===== src/rtl/alu_decode_stage.sv =====
// RV32 R/I ALU decoder feeding a 2-entry output FIFO; illegal entries are counted on delivery.
// Latency 1 cycle; in_ready drops when both FIFO slots are occupied, output holds while out_ready=0.
// Backpressure: in_ready comes from registered occupancy only, so it never depends on out_ready.

module alu_decode_fifo #(
    parameter int W = 8
) (
    input  logic         clk,
    input  logic         rst,
    input  logic         flush,
    input  logic         push_vld,
    output logic         push_rdy,
    input  logic [W-1:0] push_dat,
    output logic         pop_vld,
    input  logic         pop_rdy,
    output logic [W-1:0] pop_dat
);
    logic [W-1:0] mem [2];
    logic         wr_ptr;
    logic         rd_ptr;
    logic [1:0]   count;
    logic         rdy_en;
    logic         push;
    logic         pop;

    // rdy_en keeps in_ready low during reset and raises it on the first edge afterwards
    assign push_rdy = rdy_en && (count != 2'd2);
    assign pop_vld  = (count != 2'd0);
    assign pop_dat  = mem[rd_ptr];
    assign push     = push_vld && push_rdy && !flush;
    assign pop      = pop_vld && pop_rdy;

    always_ff @(posedge clk or posedge rst) begin
        if (rst) begin
            for (int i = 0; i < 2; i++) begin
                mem[i] <= '0;
            end
            wr_ptr <= 1'b0;
            rd_ptr <= 1'b0;
            count  <= 2'd0;
            rdy_en <= 1'b0;
        end else begin
            rdy_en <= 1'b1;
            if (flush) begin
                wr_ptr <= 1'b0;
                rd_ptr <= 1'b0;
                count  <= 2'd0;
            end else begin
                if (push) begin
                    mem[wr_ptr] <= push_dat;
                    wr_ptr      <= ~wr_ptr;
                end
                if (pop) begin
                    rd_ptr <= ~rd_ptr;
                end
                if (push && !pop) begin
                    count <= count + 2'd1;
                end else if (pop && !push) begin
                    count <= count - 2'd1;
                end
            end
        end
    end
endmodule

module alu_decode_stage #(
    parameter int XLEN  = 32,
    parameter int EN_M  = 0,
    parameter int CNT_W = 16
) (
    input  logic             clk,
    input  logic             rst,
    input  logic             flush,
    input  logic             in_valid,
    output logic             in_ready,
    input  logic [XLEN-1:0]  inst,
    output logic             out_valid,
    input  logic             out_ready,
    output logic [4:0]       op,
    output logic [4:0]       rs1,
    output logic [4:0]       rs2,
    output logic [4:0]       rd,
    output logic [XLEN-1:0]  imm,
    output logic             use_imm,
    output logic             illegal,
    output logic [CNT_W-1:0] illegal_cnt
);
    localparam logic [4:0] OP_NOP = 5'd0;
    localparam logic [4:0] OP_ADD = 5'd1;
    localparam logic [4:0] OP_SUB = 5'd2;
    localparam logic [4:0] OP_SLL = 5'd3;
    localparam logic [4:0] OP_SRL = 5'd7;
    localparam logic [4:0] OP_SRA = 5'd8;
    localparam logic [4:0] OP_MUL = 5'd16;

    localparam logic [6:0] OPC_R  = 7'b0110011;
    localparam logic [6:0] OPC_I  = 7'b0010011;
    localparam logic [6:0] F7_STD = 7'b0000000;
    localparam logic [6:0] F7_ALT = 7'b0100000;
    localparam logic [6:0] F7_M   = 7'b0000001;

    typedef struct packed {
        logic [4:0]      op;
        logic [4:0]      rs1;
        logic [4:0]      rs2;
        logic [4:0]      rd;
        logic [XLEN-1:0] imm;
        logic            use_imm;
        logic            illegal;
    } dec_t;

    localparam int DEC_W = $bits(dec_t);

    dec_t       dec;
    dec_t       head;
    logic [2:0] funct3;
    logic [6:0] funct7;
    logic [6:0] opcode;
    logic       legal;
    logic [4:0] dec_op;
    logic       dec_use_imm;

    assign opcode = inst[6:0];
    assign funct3 = inst[14:12];
    assign funct7 = inst[31:25];

    function automatic logic [4:0] base_op(input logic [2:0] f3);
        case (f3)
            3'b000:  base_op = OP_ADD;
            3'b001:  base_op = OP_SLL;
            3'b010:  base_op = 5'd4;
            3'b011:  base_op = 5'd5;
            3'b100:  base_op = 5'd6;
            3'b101:  base_op = OP_SRL;
            3'b110:  base_op = 5'd9;
            default: base_op = 5'd10;
        endcase
    endfunction

    always_comb begin
        legal       = 1'b0;
        dec_op      = OP_NOP;
        dec_use_imm = 1'b0;
        if (opcode == OPC_R) begin
            if (funct7 == F7_STD) begin
                legal  = 1'b1;
                dec_op = base_op(funct3);
            end else if (funct7 == F7_ALT) begin
                if (funct3 == 3'b000) begin
                    legal  = 1'b1;
                    dec_op = OP_SUB;
                end else if (funct3 == 3'b101) begin
                    legal  = 1'b1;
                    dec_op = OP_SRA;
                end
            end else if (funct7 == F7_M && EN_M != 0) begin
                legal  = 1'b1;
                dec_op = OP_MUL + {2'b00, funct3};
            end
        end else if (opcode == OPC_I) begin
            // Shift immediates reuse the funct7 field as a qualifier; other I-ops take all 12 bits
            if (funct3 == 3'b001) begin
                legal  = (funct7 == F7_STD);
                dec_op = OP_SLL;
            end else if (funct3 == 3'b101) begin
                legal  = (funct7 == F7_STD) || (funct7 == F7_ALT);
                dec_op = (funct7 == F7_ALT) ? OP_SRA : OP_SRL;
            end else begin
                legal  = 1'b1;
                dec_op = base_op(funct3);
            end
            dec_use_imm = 1'b1;
        end

        dec.op      = legal ? dec_op : OP_NOP;
        dec.use_imm = legal ? dec_use_imm : 1'b0;
        dec.illegal = !legal;
        dec.rs1     = inst[19:15];
        dec.rs2     = inst[24:20];
        dec.rd      = inst[11:7];
        dec.imm     = {{(XLEN-12){inst[31]}}, inst[31:20]};
    end

    alu_decode_fifo #(
        .W (DEC_W)
    ) u_fifo (
        .clk      (clk),
        .rst      (rst),
        .flush    (flush),
        .push_vld (in_valid),
        .push_rdy (in_ready),
        .push_dat (dec),
        .pop_vld  (out_valid),
        .pop_rdy  (out_ready),
        .pop_dat  (head)
    );

    assign op      = head.op;
    assign rs1     = head.rs1;
    assign rs2     = head.rs2;
    assign rd      = head.rd;
    assign imm     = head.imm;
    assign use_imm = head.use_imm;
    assign illegal = head.illegal;

    always_ff @(posedge clk or posedge rst) begin
        if (rst) begin
            illegal_cnt <= '0;
        end else if (out_valid && out_ready && head.illegal && (illegal_cnt != '1)) begin
            illegal_cnt <= illegal_cnt + 1'b1;
        end
    end
endmodule


===== config.mk =====
export PLATFORM = sky130hd
export DESIGN_NAME = alu_decode_stage
export DESIGN_NICKNAME = d
export VERILOG_FILES = /design/src/rtl/alu_decode_stage.sv
export SDC_FILE = /design/constraint.sdc
export NUM_CORES = 1
export LEC_CHECK = 0
export CAP_MARGIN = 15
export CELL_PAD_IN_SITES_DETAIL_PLACEMENT = 2
export CELL_PAD_IN_SITES_GLOBAL_PLACEMENT = 2
export CORE_MARGIN = 2
export CORE_UTILIZATION = 27
export DETAILED_ROUTE_END_ITERATION = 8
export GPL_TIMING_DRIVEN = 1
export PLACE_DENSITY_LB_ADDON = 0.05
export SETUP_SLACK_MARGIN = 0.5
export SLEW_MARGIN = 20
export SYNTH_ARGS = -nofsm -noshare
export SYNTH_HDL_FRONTEND = slang
export SYNTH_SLANG_ARGS = --single-unit

===== constraint.sdc =====
create_clock -name clk -period 2 [get_ports clk]
set_input_delay 0.2 -clock clk [delete_from_list [all_inputs] [get_ports clk]]
set_output_delay 0.2 -clock clk [all_outputs]
set_load 0.03 [all_outputs]

# Yosys cells after proc, flatten, opt, wreduce, memory -nomap -nowiden
# Cells that the tools add are included.
[totals]
register_bits = 129
inputBits = 37
wordCells = 86
[op_classes]
n_addsub = 3
order_cmp = 3
n_eq_ne = 11
mux = 36
n_bitwise = 5
reduce_logical = 21
[op_table]
columns = ["op", "count"]
rows = [
  ["$mux 54", 4],
  ["$bwmux 108", 1],
  ["$demux 54 s1", 1],
  ["$mux 4", 7],
  ["$pmux 4 s7", 1],
  ["$pmux 4 s5", 1],
  ["$add 16x1->16 const B", 1],
  ["$ne 16x16->1 const B", 1],
  ["$mux 1", 15],
  ["$mux 5", 3],
  ["$eq 7x6->1 const B", 2],
  ["$eq 3x3->1 const B", 3],
  ["$logic_and 1x1->1", 9],
  ["$eq 7x5->1 const B", 1],
  ["$logic_not 7->1", 1],
  ["$eq 3x2->1 const B", 2],
  ["$mux 2", 3],
  ["$reduce_bool 2->1", 3],
  ["$ge 2x2->1 const B", 2],
  ["$logic_not 1->1", 4],
  ["$not 1->2", 2],
  ["$eq 3x1->1 const B", 1],
  ["$logic_not 3->1", 1],
  ["$not 1->1", 3],
  ["other kinds (7)", 7],
]

# Logic depth before layout (Yosys ltp)
[depth]
ltp_word = 9
depth_mapped = 6
mapped_depth_nobuf = 5

# By module
# Synthesis repeated with hierarchy kept, for this count alone.
[unflattened]
cells_unflattened = 441
area_unflattened_um2 = 6268.5
[by_module_without_submodules]
columns = ["mod", "n_inst", "cells_per_inst", "area_each_um2"]
rows = [
  ["alu_decode_fifo", 1, 315, 5098.6],
  ["alu_decode_stage", 1, 126, 1169.9],
]

# Worst setup path before layout
# OpenSTA, ideal clock, no wires.
[synth_path]
path_kind = "register to register"
start = "register illegal_cnt[0]"
end = "register illegal_cnt[11]"
setup_ps = 135
t_arrival_ps = 1820
setup_slack_ps = 45
stages_incl_launch_ff = 6
path_buffers = 0
path_cell_list = "dfrtp_1 > ha_1 > and4_1 > or4b_2 > nand4_1 > xnor2_1"
[synth_via]
elab_chain_cells = 2
[synth_lines]
columns = ["element", "line_no", "text"]
rows = [
  ["start, declared", "86", "output logic [CNT_W-1:0] illegal_cnt"],
  ["start signal, assigned", "210", "illegal_cnt <= illegal_cnt + 1'b1;"],
  ["parallel branches: the longest is 2 deep, another holds $add 16x1->16", "--", ""],
]
# Several ways; the timed one is not identified.
# A chain may end at the register's enable or synchronous reset.

# Final worst setup path
[layout_path]
start = "register u_fifo.rd_ptr"
end = "output port imm[22]"
[layout_via]
elab_chain_cells = 4
[layout_lines]
columns = ["element", "line_no", "text"]
rows = [
  ["start, declared", "20", "logic rd_ptr;"],
  ["start signal, assigned", "54", "rd_ptr <= ~rd_ptr;"],
  ["$not 1->2 (not written as such)", "29", "assign pop_dat = mem[rd_ptr];"],
  ["$mux 54 (not written as such) (3 in a row)", "29", ""],
  ["end, declared", "83", "output logic [XLEN-1:0] imm,"],
]
# Every way passes these cells. The select of a mux whose other input is x is not followed.

==> results.sh <==
export IMPL_status="finished clean"
export IMPL_path_clk_slew_ns=0.06
export IMPL_rsz0062_at_grt="true"
export IMPL_synth_edf_count=0
export IMPL_gr_total_overflow=0
export IMPL_tritoncts_num_buffers=9
export IMPL_syn_nets=417
export IMPL_cpPeakStageDelay_ns=0.47
export IMPL_worstSetupStartpointType="register"
export IMPL_crit_buf_inv=3
export IMPL_synth_area_per_cell_sq_um=10.5
export IMPL_post_route_cell_area_sq_um=7310
export IMPL_synthFlopType="dfrtp_1"
export IMPL_crit_cells=4
export IMPL_crit_top_cell="buf_12"
export IMPL_max_slew_worst_pin_slew_ns=0.550
export IMPL_cp_data_required_time_ns=1.80
export IMPL_dp_hpwl_um=8330
export IMPL_place_ws_ns=-0.115
export IMPL_die_w_um=125
export IMPL_worstRegToRegCells=7
export IMPL_floorplan_initialDensity_pct=27.5
export IMPL_async_flop_share_pct=100
export IMPL_fin_crit_sh_pct=91.7
export IMPL_ir_drop_v=0.000471
export IMPL_drt_pass1_iterations=3
export IMPL_fin_crit_ns=1.83
export IMPL_max_freq_mhz=545
export IMPL_core_region_area_sq_um=14500
export IMPL_antenna_found_initial=0
export IMPL_place_port_buffers=107
export IMPL_hold_viol=0
export IMPL_layout_cells_non_filler=739
export IMPL_maxCapViolCount=0
export IMPL_vias=3542
export IMPL_finalMaxSlewViolations=0
export IMPL_slew_limit_headroom_pct=63.3
export IMPL_n_antenna_cell=0
export IMPL_first_global_vias=3992
export IMPL_critPathSlowestCell="dfrtp_2"
export IMPL_nets=589
export IMPL_yosys_register_bits=77
export IMPL_grt_pass1_wl_um=22400
export IMPL_via_per_inst=4.79
export IMPL_clockBufferDepth=2
export IMPL_crit_family="flip-flops"
export IMPL_placed_cells=655
export IMPL_endpoint_kind="output port"
export IMPL_yosysTopAreaCellShare_pct=48.4
export IMPL_grt_use_total_pct=18.0
export IMPL_wl_per_cell_um=20.0
export IMPL_yosys_warnings=0
export IMPL_final_common_cell="buf_6"
export IMPL_clkLatencyLatePin_ns=0.34
export IMPL_crit_type="reg2out"
export IMPL_power_density_nw_per_um2=831
export IMPL_ios=109
export IMPL_drc_errors=0
export IMPL_p_leak_uw=0.00336
export IMPL_setup_ws_ns=0.166
export IMPL_die_area_sq_um=15700
export IMPL_syn_inst=379
export IMPL_hp_class="in2reg"
export IMPL_drive_gt1_share_pct=59.1
export IMPL_cts_root_buffer="clkbuf_16"
export IMPL_setup_viol=0
export IMPL_yosysTopAreaCell="dfrtp_1"
export IMPL_gp_congestion=0.763
export IMPL_drtIter0Drc=70
export IMPL_skew_ns=0.00983
export IMPL_crit_chain="buf_12 -> buf_12 -> mux2_4 -> buf_6"
export IMPL_die_h_um=125
export IMPL_layout_common_cells="buf_6, dfrtp_1, mux2_4"
export IMPL_place_area_sq_um=5510
export IMPL_crit_fanout=7
export IMPL_drtAntennaViolNets=0
export IMPL_synth_top_cells_by_area="dfrtp_1, mux2_2, nand2_1"
export IMPL_syn_to_final_growth_pct=83.7
export IMPL_holdPathStages=3
export IMPL_num_rows=44
export IMPL_tritoncts="done"
export IMPL_synth_area_sq_um=3980
export IMPL_h_tree_depth=3
export IMPL_ys_seq_area_share_pct=48.4
export IMPL_grt_max_degree=35
export IMPL_synth_cell_types=51
export IMPL_detail_route_wirelength_um=14800
export IMPL_cts_sinks=77
export IMPL_critPathArrivalTime_ns=1.63
path summary, 6_finish.rpt:
| path | start | end | slack (ns) |
|---|---|---|---|
| min in group asynchronous | rst | u_fifo.mem[7] | 0.27 |
| worst min register to register | u_fifo.mem[62] | u_fifo.mem[62] | 0.49 |
| worst min-delay path | inst[26] | u_fifo.mem[62] | 0.12 |
| worst max register to register | illegal_cnt[7] | illegal_cnt[5] | 0.20 |
| max in group asynchronous | rst | illegal_cnt[0] | 1.16 |
| worst max-delay path | u_fifo.rd_ptr | imm[22] | 0.17 |
per-layer routing:
| metal | track usage [%] | up-vias | wire length (um) |
|---|---|---|---|
| met5 | 0 | - | 0 |
| met4 | 4.51 | 0 | 148 |
| met3 | 3.08 | 10 | 386 |
| met2 | 33.1 | 74 | 8140 |
| met1 | 21.9 | 1821 | 6130 |
| li1 | - | 1637 | - |
cells by family after synthesis:
family	after synthesis	share of synthesized area [%]
other cells	2	0.189
buf+inv	50	7.45
mux	56	15.8
compound gates	24	5.22
simple gates	151	18.6
flops	77	48.4
fa+ha+maj	1	0.314
xor+xnor	18	3.96
cell type report:
class / instances / area, sq um
fillers: 1410 / 7170
repair buffers: 204 / 2270
inverters: 4 / 18.8
flip-flops and latches: 77 / 1940
multi-input cells: 255 / 2560
clock buffers: 11 / 243
well taps: 184 / 230
clock inverters: 4 / 48.8
state kept, by name, indices dropped and copies added (netlist names):
name           cells
illegal_cnt       16
u_fifo.count       2
u_fifo.rd_ptr      1
u_fifo.mem        56
u_fifo.wr_ptr      1
u_fifo.rdy_en      1
worst min-delay path, stage by stage:
cell	delay, ns
buf_2	0.10
nand2_1	0.05
nand2_1	0.06
synth_stat cells (all sizes together), types with 4 or more instances:
cell type	count
nor4	6
nor3	8
xnor2	5
nor2b	5
buf	38
nand2	81
xor2	13
nand4	7
nor2	10
inv	4
clkbuf	8
and3	4
mux2	55
nand3	8
o41ai	4
dfrtp	77
through the flow:
step                      util [%]  power, uW  hold WS (ns)  TNS [ns]
after global placement        38.1       3850         0.451    -0.230
after global routing          50.5       6340         0.132         0
after CTS                     45.4       5820         0.107         0
final                         50.5       6070         0.119         0
after floorplan                  -       3310         0.305         0
after detailed placement      38.1       3910         0.459    -0.541
where the power goes:
group | switching (uW) | total (uW) | leakage [uW] | internal [uW]
sequential | 265 | 2100 | 0.000975 | 1840
combinational | 1150 | 2330 | 0.00224 | 1180
clock | 652 | 1640 | 0.000145 | 992
what timing repair did:
| item | CTS | global route |
|---|---|---|
| gates cloned | 11 | 0 |
| setup buffers | 34 | 24 |
| hold buffers | 0 | 0 |
| endpoints found under the setup margin | 143 | 127 |
| pin swaps | 15 | 28 |
| resized for setup | 254 | 148 |
Note: power is estimated with default switching activity, not from simulation.
